==> src/rtl/tta_lsu_mem_bridge.sv <==
// tta_lsu_mem_bridge
// Bridges the TTA load/store FU's fixed-latency, active-low SRAM-style memory
// port onto a request/grant + read-valid bus with variable latency. When the
// bus misses the FU's one-cycle timing, the bridge raises glock_req to stall
// the core. Read data is buffered so it survives locks raised by other units.
//
// Optional feature macro: MEM_BRIDGE_TIMEOUT_EN
//   When defined, the TIMEOUT_CYC parameter, the sticky bus_err output and a
//   wait-cycle counter are added. A grant or read response that takes
//   TIMEOUT_CYC cycles aborts the transaction. If the read response times
//   out, 32'hDEADBEEF is returned to the FU for that one cycle.
//   When the macro is undefined, the bridge waits indefinitely.
module tta_lsu_mem_bridge #(
`ifdef MEM_BRIDGE_TIMEOUT_EN
  parameter int unsigned TIMEOUT_CYC = 255,
`endif
  parameter int unsigned ADDR_W = 22
) (
  input  logic              clk,
  input  logic              reset,
  // FU side (active-low controls)
  input  logic              lsu_mem_en_x,
  input  logic              lsu_wr_en_x,
  input  logic [31:0]       lsu_wr_mask_x,
  input  logic [ADDR_W-1:0] lsu_addr,
  input  logic [31:0]       lsu_wdata,
  output logic [31:0]       lsu_rdata,
  // Global lock
  input  logic              glock_other,
  output logic              glock_req,
`ifdef MEM_BRIDGE_TIMEOUT_EN
  output logic              bus_err,
`endif
  // Bus side
  output logic              bus_req,
  output logic              bus_we,
  output logic [3:0]        bus_be,
  output logic [ADDR_W-1:0] bus_addr,
  output logic [31:0]       bus_wdata,
  input  logic              bus_gnt,
  input  logic              bus_rvalid,
  input  logic [31:0]       bus_rdata
);

  typedef enum logic [1:0] {
    S_IDLE     = 2'd0,
    S_WAIT_GNT = 2'd1,
    S_WAIT_RD  = 2'd2,
    S_HOLD     = 2'd3
  } state_t;

  state_t state_q, state_d;

  // Request latch. It holds the last accepted FU request and feeds the bus
  // while the bridge waits for a grant.
  logic              req_we_q, req_we_d;
  logic [3:0]        req_be_q, req_be_d;
  logic [ADDR_W-1:0] req_addr_q, req_addr_d;
  logic [31:0]       req_wdata_q, req_wdata_d;

  // Last read data returned by the bus. The FU sees this value whenever no
  // fresh response is on the bus.
  logic [31:0]       rdata_buf_q, rdata_buf_d;

  // Request decoded from the FU's active-low signals
  logic              fu_we;
  logic [3:0]        fu_be;
  logic              accept_slot;
  logic              acc;
  state_t            acc_next;
  logic              timeout_hit;

  // The FU mask is bit-granular, but the bus only has byte enables. Only
  // bit 8*i of each byte is used, and the remaining bits are deliberately
  // ignored.
  logic              unused_mask_bits;

  assign unused_mask_bits = ^{lsu_wr_mask_x[31:25], lsu_wr_mask_x[23:17],
                              lsu_wr_mask_x[15:9],  lsu_wr_mask_x[7:1]};

  assign fu_we = ~lsu_wr_en_x;
  assign fu_be = fu_we ? ~{lsu_wr_mask_x[24], lsu_wr_mask_x[16],
                           lsu_wr_mask_x[8],  lsu_wr_mask_x[0]}
                       : 4'hF;

  // Decide in which states a new FU request can be taken this cycle
  always_comb begin
    accept_slot = 1'b0;
    unique case (state_q)
      S_IDLE:     accept_slot = 1'b1;
      S_HOLD:     accept_slot = ~glock_other;
      S_WAIT_RD:  accept_slot = bus_rvalid & ~glock_other;
      default:    accept_slot = 1'b0;
    endcase
  end

  // While reset is asserted, no request is presented to the bus, even if the
  // FU drives its enable.
  assign acc = reset & ~lsu_mem_en_x & accept_slot;

  // State that follows an accepted request, given the same-cycle grant
  assign acc_next = !bus_gnt ? S_WAIT_GNT : (fu_we ? S_IDLE : S_WAIT_RD);

`ifdef MEM_BRIDGE_TIMEOUT_EN
  localparam int unsigned CNT_W = $clog2(TIMEOUT_CYC + 1);

  logic [CNT_W-1:0] wait_cnt_q, wait_cnt_d;
  logic             bus_err_q, bus_err_d;

  // An abort happens only when the awaited event is still missing in the
  // cycle the count reaches its limit. A late grant or rvalid wins.
  assign timeout_hit = (wait_cnt_q == CNT_W'(TIMEOUT_CYC)) &&
                       (((state_q == S_WAIT_GNT) && !bus_gnt) ||
                        ((state_q == S_WAIT_RD)  && !bus_rvalid));

  // Count cycles spent waiting. The count restarts for every new request and
  // when a grant moves a read on to its data wait.
  always_comb begin
    wait_cnt_d = wait_cnt_q;
    bus_err_d  = bus_err_q | timeout_hit;
    if (acc || ((state_q == S_WAIT_GNT) && bus_gnt)) begin
      wait_cnt_d = '0;
    end else if ((state_q == S_WAIT_GNT) || (state_q == S_WAIT_RD)) begin
      wait_cnt_d = wait_cnt_q + CNT_W'(1);
    end
  end

  // Timeout counter and sticky error flag
  always_ff @(posedge clk or negedge reset) begin
    if (!reset) begin
      wait_cnt_q <= '0;
      bus_err_q  <= 1'b0;
    end else begin
      wait_cnt_q <= wait_cnt_d;
      bus_err_q  <= bus_err_d;
    end
  end

  assign bus_err = bus_err_q;
`else
  assign timeout_hit = 1'b0;
`endif

  // Next-state, request latch and bus/FU output decode
  always_comb begin
    state_d     = state_q;
    req_we_d    = req_we_q;
    req_be_d    = req_be_q;
    req_addr_d  = req_addr_q;
    req_wdata_d = req_wdata_q;
    rdata_buf_d = rdata_buf_q;

    bus_req     = 1'b0;
    bus_we      = req_we_q;
    bus_be      = req_be_q;
    bus_addr    = req_addr_q;
    bus_wdata   = req_wdata_q;
    glock_req   = 1'b0;
    lsu_rdata   = rdata_buf_q;

    // A freshly accepted request goes straight to the bus in the same cycle.
    // This is what allows zero-stall operation.
    if (acc) begin
      req_we_d    = fu_we;
      req_be_d    = fu_be;
      req_addr_d  = lsu_addr;
      req_wdata_d = lsu_wdata;
      bus_req     = 1'b1;
      bus_we      = fu_we;
      bus_be      = fu_be;
      bus_addr    = lsu_addr;
      bus_wdata   = lsu_wdata;
    end

    unique case (state_q)
      S_IDLE: begin
        if (acc) begin
          state_d = acc_next;
        end
      end

      S_WAIT_GNT: begin
        // The FU expected the access to complete already, so freeze the core
        glock_req = 1'b1;
        bus_req   = 1'b1;
        if (bus_gnt) begin
          state_d = req_we_q ? S_IDLE : S_WAIT_RD;
        end else if (timeout_hit) begin
          bus_req   = 1'b0;
          glock_req = 1'b0;
          state_d   = S_IDLE;
        end
      end

      S_WAIT_RD: begin
        glock_req = ~bus_rvalid;
        if (bus_rvalid) begin
          rdata_buf_d = bus_rdata;
          lsu_rdata   = bus_rdata;
          if (glock_other) begin
            state_d = S_HOLD;
          end else if (acc) begin
            state_d = acc_next;
          end else begin
            state_d = S_IDLE;
          end
        end else if (timeout_hit) begin
          lsu_rdata = 32'hDEAD_BEEF;
          glock_req = 1'b0;
          state_d   = S_IDLE;
        end
      end

      S_HOLD: begin
        // The data is parked in rdata_buf until the other lock source lets go
        if (!glock_other) begin
          state_d = acc ? acc_next : S_IDLE;
        end
      end

      default: begin
        state_d = S_IDLE;
      end
    endcase
  end

  // Control state and data registers. The bus is reset together with the
  // bridge, so any outstanding response is dropped on reset.
  always_ff @(posedge clk or negedge reset) begin
    if (!reset) begin
      state_q     <= S_IDLE;
      req_we_q    <= 1'b0;
      req_be_q    <= 4'h0;
      req_addr_q  <= '0;
      req_wdata_q <= 32'h0;
      rdata_buf_q <= 32'h0;
    end else begin
      state_q     <= state_d;
      req_we_q    <= req_we_d;
      req_be_q    <= req_be_d;
      req_addr_q  <= req_addr_d;
      req_wdata_q <= req_wdata_d;
      rdata_buf_q <= rdata_buf_d;
    end
  end

endmodule

==> config.mk <==
export PLATFORM = sky130hd
export DESIGN_NAME = tta_lsu_mem_bridge
export DESIGN_NICKNAME = d
export VERILOG_FILES = /design/src/rtl/tta_lsu_mem_bridge.sv
export SDC_FILE = /design/constraint.sdc
export NUM_CORES = 1
export LEC_CHECK = 0
export CORE_ASPECT_RATIO = 1.75
export CORE_MARGIN = 2
export CORE_UTILIZATION = 34
export DETAILED_ROUTE_END_ITERATION = 10
export MAX_ROUTING_LAYER = met4
export PLACE_DENSITY_LB_ADDON = 0.12
export SLEW_MARGIN = 20
export SYNTH_ARGS = -nofsm -noshare
export SYNTH_HDL_FRONTEND = slang
export SYNTH_SLANG_ARGS = --single-unit
==> constraint.sdc <==
create_clock -name clk -period 1.7 [get_ports clk]
set_input_delay 0.17 -clock clk [delete_from_list [all_inputs] [get_ports clk]]
set_output_delay 0.17 -clock clk [all_outputs]
set_load 0.02 [all_outputs]
==> impl_results.md, run 1 <==
* Pin count of the biggest net entering global routing at 50
* TritonCTS buffer count at 9
* Pwr per Cell Area at 2080 mW/mm^2
* Synth Cell Area at 0.00371 mm^2
* Area fraction in compound gates after synthesis at 3.17%
* Worst Setup Slack, final at -0.646 ns
* Number of distinct library cells after synthesis at 26
* Clock tree from TritonCTS: built
* Net Count, Synth at 364
* Worst-path fanout max at 7
* Post-layout net count at 605
* FF-to-FF setup slack at -0.29 ns
* Util after Layout at 64.9%
* Syn_area_per_cell at 15.8 um^2
* Total power at 14.4 mW
* Largest family of logic cells by synthesized area: multiplexers
* RR Startpoint: state_q[0]$_DFFE_PN0P_
* Startpoint Class: flip-flop
* Mux share of post-synthesis cell area at 28.3%
* Leak Pwr at 3.30 nW
* DR pass1 iterations at 6
* Starting density of the core at 34.7%
* Area of the multi-input gates at 0.00161 mm^2
* WL per Instance at 17.7 um
* Max Freq at 426 MHz
* Total GRT Usage at 18.3%
* Reg clk slew, reported paths at 0.07 ns
* Iter 0 DRT Violations at 90
* Max Cap Viol at 0
* Row cnt at 50
* Root Buffer: clkbuf_16
* Die X at 83.0 um
* Worst setup path startpoint: state_q[0]$_DFFE_PN0P_
* Number of global-route vias before repair at 3169
* Failing checks: setup timing
* Drt drc at 0
* FF+latch area at 0.00233 mm^2
* Initial antenna violation count at 0
* Synth Area in XOR/XNOR at 0%
* Final Critical Period at 2.35 ns
* Post-synthesis sequential area ratio at 62.7%
* RSZ-0062 raised after global routing: true
* WP data arrival at 2.18 ns
* Maximum VDD drop at 1120 uV
* Gr ovfl total at 0
* Mapped Cells at 235
* Boundary pin count at 218
* Clock sinks at 93
* WP data required at 1.53 ns
* Hold Slack at 0.459 ns
* Slew Viols, Final at 0
* Worst slew pin tran at 0.595 ns
* Post-route ant nets at 0
* FF+latch count, synth at 93
* Share of cells above drive strength 1 at 55.4%
* Vias at 2854
* Finish-stage setup viols at 147
* Core Box Area at 0.0107 mm^2
* Worst Reg2Reg Path Length in Cells at 8
* Global-route wire length before repair at 16.3 mm
* Die Y at 142 um
* Port Buffer Count at 189
* H-tree depth at 3
* RD Place Congestion at 0.765
* Setup Total Neg Slack at -54.51 ns
* Crit path to: bus_wdata[10]
* CTS max path bufs at 2
* Endpoint class of the critical path: output pin
* N_diodes at 0
* Clk_skew at 0.00919 ns
* Clk_lat worst skew at 0.34 ns
* Area grow syn2layout at 87.0%
* Class of the most critical hold timing path: input pin to flip-flop
* Kind of critical path: flip-flop to output pin
* Vias/cell at 4.68
* R2R Path End: req_wdata_q[30]$_DFF_PN0_
* Crit share post-route at 138%
* Synth warnings at 0
* DP HPWL at 7.08 mm
* Final Hold Vio Count at 0
* Die area at 0.0118 mm^2
* Fill cells at 821
* Adder-cell area share of the yosys netlist at 1.35%
* Status: complete, but fails checks
* Max_slew headroom at 60.3%
* Routed WL at 10.8 mm
* Simple-Gate Fraction of Synth Area at 2.26%
[area by class of cell]
type | instances | share of cell area, %
repair buffers | 240 | 35.9
flip-flops and latches | 93 | 33.6
multi-input cells | 127 | 23.2
clock buffers | 11 | 3.35
well taps | 130 | 2.34
clock inverters | 4 | 1.41
inverters | 5 | 0.271
[per-stage QoR]
stage	cells	worst slack [ns]	instance area (um^2)
6_report	610	-0.646	6940
5_1_grt	610	-0.728	6940
4_1_cts	601	-0.641	6660
3_5_place_dp	565	-0.710	5970
3_3_place_gp	565	-0.697	5970
2_1_floorplan	235	-0.106	3800
[what timing repair did]
item                                    in CTS  in global routing
buffers inserted                            16                 10
cloned                                       4                  1
resized for setup                          474                103
pin swaps                                    5                  8
endpoints found under the hold margin       44                  0
endpoints found under the setup margin     147                200
hold buffers                                 1                  0
[state kept, by name (all words and copies together) (netlist names)]
name         flops
req_be_q         4
req_we_q         1
state_q          2
req_addr_q      22
rdata_buf_q     32
req_wdata_q     32
[kinds of logic after synthesis]
kind of cell	after synthesis
adder cells (fa/ha/maj)	4
buffers and inverters	15
multiplexers	87
AO/OA/AOI/OAI	18
flip-flops	93
AND/OR/NAND/NOR	18
[power breakdown]
| part | leakage, nW | switching, mW | internal, mW |
|---|---|---|---|
| sequential | 1.10 | 0.363 | 3.34 |
| clock | 0.156 | 0.822 | 1.43 |
| combinational | 2.04 | 3.94 | 4.54 |
| total | 3.30 | 5.12 | 9.31 |
[synth_stat cells]
master	count	area (um^2)
nor2b_1	5	31.3
o21ai_1	1	5.00
nand2b_1	1	6.26
buf_6	3	33.8
ha_1	4	50.1
a32oi_1	1	8.76
o31ai_1	1	7.51
mux2_2	67	754
nand3_1	1	5.00
o32a_1	1	10.0
a21oi_1	5	25.0
a31oi_1	1	6.26
buf_2	3	15.0
inv_2	1	3.75
buf_1	3	11.3
mux2_4	19	285
clkbuf_1	1	3.75
mux2i_1	1	10.0
nand2_1	9	33.8
a221o_1	1	10.0
o21a_1	1	7.51
o21ai_0	5	25.0
nor2_1	2	7.51
dfrtp_1	93	2330
inv_1	4	15.0
a211oi_2	1	12.5
[cells in the final DEF (no fill, tap or decap), drive strengths merged]
master / Yosys / final
buf: 9 / 142
clkdlybuf4s50: 0 / 95
dfrtp: 93 / 93
mux2: 86 / 86
clkbuf: 1 / 12
nand2: 9 / 9
o21ai: 6 / 6
nor2b: 5 / 5
inv: 5 / 5
a21oi: 5 / 5
ha: 4 / 4
bufinv: 0 / 3
nor2: 2 / 2
a211oi: 1 / 1
o21a: 1 / 1
nand2b: 1 / 1
a31oi: 1 / 1
a221o: 1 / 1
mux2i: 1 / 1
a32oi: 1 / 1
nand3: 1 / 1
o31ai: 1 / 1
o32a: 1 / 1
clkinvlp: 0 / 1
dlygate4sd3: 0 / 1
clkdlybuf4s15: 0 / 1
[per-layer routing]
metal  part of all wire (%)  track usage, %
met5                      0               -
met4                    3.0            7.94
met1                     35            18.6
met3                    5.1            4.52
met2                     57            33.1
[how the worst min path moves through the flow]
stage          cells after the start  slack, ns                   endpoint     startpoint
4_1_cts                            2       0.45  rdata_buf_q[26]$_DFF_PN0_  bus_rdata[26]
2_1_floorplan                      0      -0.13   rdata_buf_q[0]$_DFF_PN0_          reset
3_5_place_dp                       2       0.32     state_q[0]$_DFFE_PN0P_          reset
6_report                           2       0.46  rdata_buf_q[17]$_DFF_PN0_  bus_rdata[17]
5_1_grt                            2       0.45  req_wdata_q[17]$_DFF_PN0_  lsu_wdata[17]
3_3_place_gp                       2       0.32         req_we_q$_DFF_PN0_          reset
[critical path: stages, from the launching register on]
cell and delay [ns]:
dfrtp_1 0.42, buf_4 0.17, a211oi_4 0.29, nand2_4 0.16, buf_12 0.18, clkbuf_16 0.17, mux2_4 0.31, buf_6 0.13
(Power assumes the default switching activity.)
==> run 2: changes to the inputs <==
--- a/config.mk
+++ b/config.mk
@@ -5,6 +5,7 @@
 export SDC_FILE = /design/constraint.sdc
 export NUM_CORES = 1
 export LEC_CHECK = 0
+export CAP_MARGIN = 20
 export CORE_ASPECT_RATIO = 1.75
 export CORE_MARGIN = 2
 export CORE_UTILIZATION = 34
==> results of run 2 <==
Same layout as run 1: the final DEF is identical, and so are final timing and power.
==> run 3: changes to the inputs <==
--- a/config.mk
+++ b/config.mk
@@ -5,14 +5,15 @@
 export SDC_FILE = /design/constraint.sdc
 export NUM_CORES = 1
 export LEC_CHECK = 0
+export ABC_AREA = 1
 export CAP_MARGIN = 20
 export CORE_ASPECT_RATIO = 1.75
 export CORE_MARGIN = 2
 export CORE_UTILIZATION = 34
+export CTS_CLUSTER_SIZE = 14
 export DETAILED_ROUTE_END_ITERATION = 10
 export MAX_ROUTING_LAYER = met4
 export PLACE_DENSITY_LB_ADDON = 0.12
-export SLEW_MARGIN = 20
 export SYNTH_ARGS = -nofsm -noshare
 export SYNTH_HDL_FRONTEND = slang
 export SYNTH_SLANG_ARGS = --single-unit
==> run 3 against run 2 <==
The flow still finishes with violations (setup timing). Cell count rose by 33%. Combinational power rose by 27%. Non-clock buffer count up 86. Register-to-register slack improved by 0.06 ns. Core utilization grew 15 points. Synthesized cell count rose by 52%. Maximum frequency rose by 4.1%. Via count up 32%. Setup slack better by 0.092 ns. Largest cell class unchanged. Largest power group unchanged. Highest routed layer unchanged.
==> impl_results.md, run 3 <==
* Mapped Cells at 357 (+52%)
* Kind of critical path: flip-flop to output pin
* Post-synthesis async set-or-reset flop share at 100% (unchanged)
* Internal at 10.3 mW (+11%)
* Port Buffer Count at 189 (unchanged)
* Final Critical Period at 2.25 ns (-0.0916 ns)
* Worst-path fanout max at 7 (unchanged)
* Share of cells above drive strength 1 at 61.3% (+5.9 points)
* WP data arrival at 2.08 ns (-0.10 ns)
* R2R Path End: req_addr_q[20]$_DFF_PN0_
* Clk_lat worst skew at 0.34 ns (about the same)
* Synth top cells by count: nand2_1, dfrtp_1, mux2_2, buf_2, nor2_1
* Starting density of the core at 34.5% (-0.15 points)
* Commonest non-fill, non-tap cell in the layout: buf_6
* EDFF count, synth at 0 (unchanged)
* Yosys top cell by area: dfrtp_1
* Die X at 82.6 um (-0.48%)
* FF+latch count, synth at 93 (unchanged)
* Post-layout net count at 808 (+34%)
* Total GRT Usage at 22.0% (+3.8 points)
* Max_slew headroom at 32.5% (-28 points)
* Clock tree from TritonCTS: built
* Die Y at 142 um (-0.49%)
* DP HPWL at 7.26 mm (+2.6%)
* RD Place Congestion at 0.781 (+2.1%)
* WP data required at 1.53 ns (about the same)
* Maximum VDD drop at 1200 uV (+6.9%)
* Startpoint Class: flip-flop
* Syn_area_per_cell at 10.3 um^2 (-35%)
* Leak Pwr at 4.29 nW (+30%)
* Max Cap Viol at 0 (unchanged)
* DR pass1 iterations at 4 (-2)
* Gr ovfl total at 0 (unchanged)
* Iter 0 DRT Violations at 93 (+3.3%)
* Status: complete, but fails checks
* RR Startpoint: state_q[0]$_DFFE_PN0P_
* Routed WL at 14.3 mm (+33%)
* Post-synthesis sequential area ratio at 63.4% (+0.64 points)
* N_diodes at 0 (unchanged)
* Failing checks: setup timing
* Biggest registers after layout: rdata_buf_q: 32 flops, req_wdata_q: 32 flops, req_addr_q: 22 flops
* DP Area at 0.00594 mm^2 (-0.57%)
* Seq pwr share at 22.3% (-3.3 points)
* Ranking of synthesized cells by area: dfrtp_1, nand2_1, mux2_2, buf_2, ha_1
* Worst Reg2Reg Path Length in Cells at 13 (+5)
* Area grow syn2layout at 131%
* WL per Instance at 17.6 um (-0.54%)
* Synth warnings at 0 (unchanged)
* Switching part of the total at 37.6% (+2.1 points)
* TritonCTS buffer count at 9 (unchanged)
* Main synth FF type: dfrtp_1
* H-tree depth at 3 (unchanged)
* Endpoint class of the critical path: output pin
* Die area at 0.0117 mm^2 (-0.97%)
* Max Freq at 444 MHz (+4.1%)
* Class of the most critical hold timing path: input pin to asynchronous set/reset pin
* RSZ-0062 raised after global routing: true
* Commonest cells after routing, fill and taps aside: buf_6, clkdlybuf4s50_1, dfrtp_1
* Total power at 16.5 mW (+14%)
* Pin count of the biggest net entering global routing at 79 (+58%)
* Synth top area share at 63.4% (+0.64 points)
* Psw at 6.20 mW (+21%)
* Crit share post-route at 133% (-5.4 points)
* Number of global-route vias before repair at 3907 (+23%)
* Slew Viols, Final at 0 (unchanged)
* Initial antenna violation count at 0 (unchanged)
* Global-route wire length before repair at 18.8 mm (+15%)
* FF-to-FF setup slack at -0.23 ns (+0.06 ns)
* Synth Cell Area at 0.00367 mm^2 (-1.0%)
* Core Box Area at 0.0106 mm^2 (-0.59%)
* Cell with the most instances after synthesis: nand2_1
* Final Hold Vio Count at 0 (unchanged)
* Drt drc at 0 (unchanged)
* Root Buffer: clkbuf_16
* Vias/cell at 4.65 (-0.68%)
* Finish-stage setup viols at 120 (-18%)
* Row cnt at 50 (unchanged)
* Pwr per Cell Area at 1940 mW/mm^2 (-6.6%)
* Power share of the clock group at 12.4% (-3.2 points)
* Fin area at 0.00849 mm^2 (+22%)
* Vias at 3778 (+32%)
* Worst slew pin tran at 1.01 ns (+0.417 ns)
* CTS max path bufs at 2 (unchanged)
* Clock sinks at 93 (unchanged)
* Reg clk slew, reported paths at 0.07 ns (about the same)
* Net Count, Synth at 486 (+34%)
* Post-route ant nets at 0 (unchanged)
* Boundary pin count at 218 (unchanged)
* Clk_skew at 0.0110 ns (+0.00183 ns)
* Worst Setup Slack, final at -0.554 ns (+0.0916 ns)
* Comb power frac at 65.3% (+6.5 points)
* Number of distinct library cells after synthesis at 18 (-31%)
==> run 3: cell count changes after synthesis, sizes merged, moves of 3 or more <==
cell   delta
nor2      +7
buf       +6
inv       +4
mux2     -54
nor2b     -5
a21oi     +3
nand3     +3
o21ai     -3
nand2   +168
==> run 3: cells by family (layout without fill, tap and decap cells) <==
kind of cell / after synthesis / after routing / share of synthesized area [%]
AND/OR/NAND/NOR: 191 / 191 / 19.9
AO/OA/AOI/OAI: 13 / 13 / 1.98
adder cells (fa/ha/maj): 4 / 4 / 1.36
flip-flops: 93 / 93 / 63.4
multiplexers: 32 / 32 / 9.81
buffers and inverters: 24 / 350 / 3.64
==> run 3: worst max path at each step <==
| stage | from | endpoint | cells after the start |
|---|---|---|---|
| 2_1_floorplan | state_q[0]$_DFFE_PN0P_ | bus_addr[0] | 9 |
| 3_3_place_gp | glock_other | bus_be[0] | 9 |
| 3_5_place_dp | glock_other | bus_be[2] | 9 |
| 4_1_cts | state_q[0]$_DFFE_PN0P_ | bus_be[2] | 10 |
| 5_1_grt | state_q[0]$_DFFE_PN0P_ | bus_wdata[21] | 12 |
| 6_report | state_q[0]$_DFFE_PN0P_ | bus_addr[3] | 13 |
==> run 3: timing repair <==
item / 4_1_cts / 5_1_grt
setup buffers: 60 / 43
hold buffers: 1 / 0
endpoints found under the setup margin: 94 / 133
gates cloned: 8 / 1
pin swaps: 23 / 29
hold endpoints to repair: 15 / 0
gates resized for setup: 702 / 186
==> run 3: cell type report <==
cell class / instances / area (um^2)
Timing Repair Buffer: 326 / 3560
Sequential cell: 93 / 2330
Fill cell: 646 / 2140
Multi-Input combinational cell: 240 / 2090
Clock buffer: 10 / 239
Tap cell: 130 / 163
Clock inverter: 5 / 58.8
Inverter: 9 / 52.6
==> run 3: critical path, cell delays in order, from the launching register on <==
cell and delay, ns:
dfrtp_1 0.40, buf_6 0.14, ha_4 0.16, nand2_4 0.08
nand3_4 0.09, nand2_4 0.10, buf_12 0.12, inv_16 0.04
buf_8 0.12, buf_6 0.12, buf_6 0.12, nand2_2 0.05
nand2_2 0.07, buf_6 0.13
==> run 3: power groups by stage <==
stage | registers [mW] | logic [mW] | clock network [mW]
detailed placement | 3.60 | 6.90 | 0
floorplan | 3.51 | 3.46 | 0
CTS | 3.63 | 9.00 | 2.06
global placement | 3.56 | 6.83 | 0
global route | 3.77 | 11.3 | 2.18
finish | 3.68 | 10.8 | 2.04
==> run 3: per-stage QoR <==
step	worst slack (ns)	setup TNS (ns)	util, %	instances	hold slack (ns)
6_report	-0.554	-40.84	79.8	813	0.180
5_1_grt	-0.618	-47.13	79.8	813	0.267
4_1_cts	-0.533	-37.41	70.9	780	0.243
3_5_place_dp	-0.609	-49.50	55.9	696	0.141
3_3_place_gp	-0.601	-50.05	55.9	696	0.136
2_1_floorplan	-0.00101	-0.0191	-	357	-0.126
==> run 3: layer usage <==
metal / part of all wire [%] / global-route usage [%] / vias to the layer above
li1: - / - / 1757
met1: 34 / 22.4 / 1855
met2: 57 / 39.6 / 142
met3: 6.3 / 5.15 / 24
met4: 2.2 / 8.46 / 0
met5: 0 / - / -
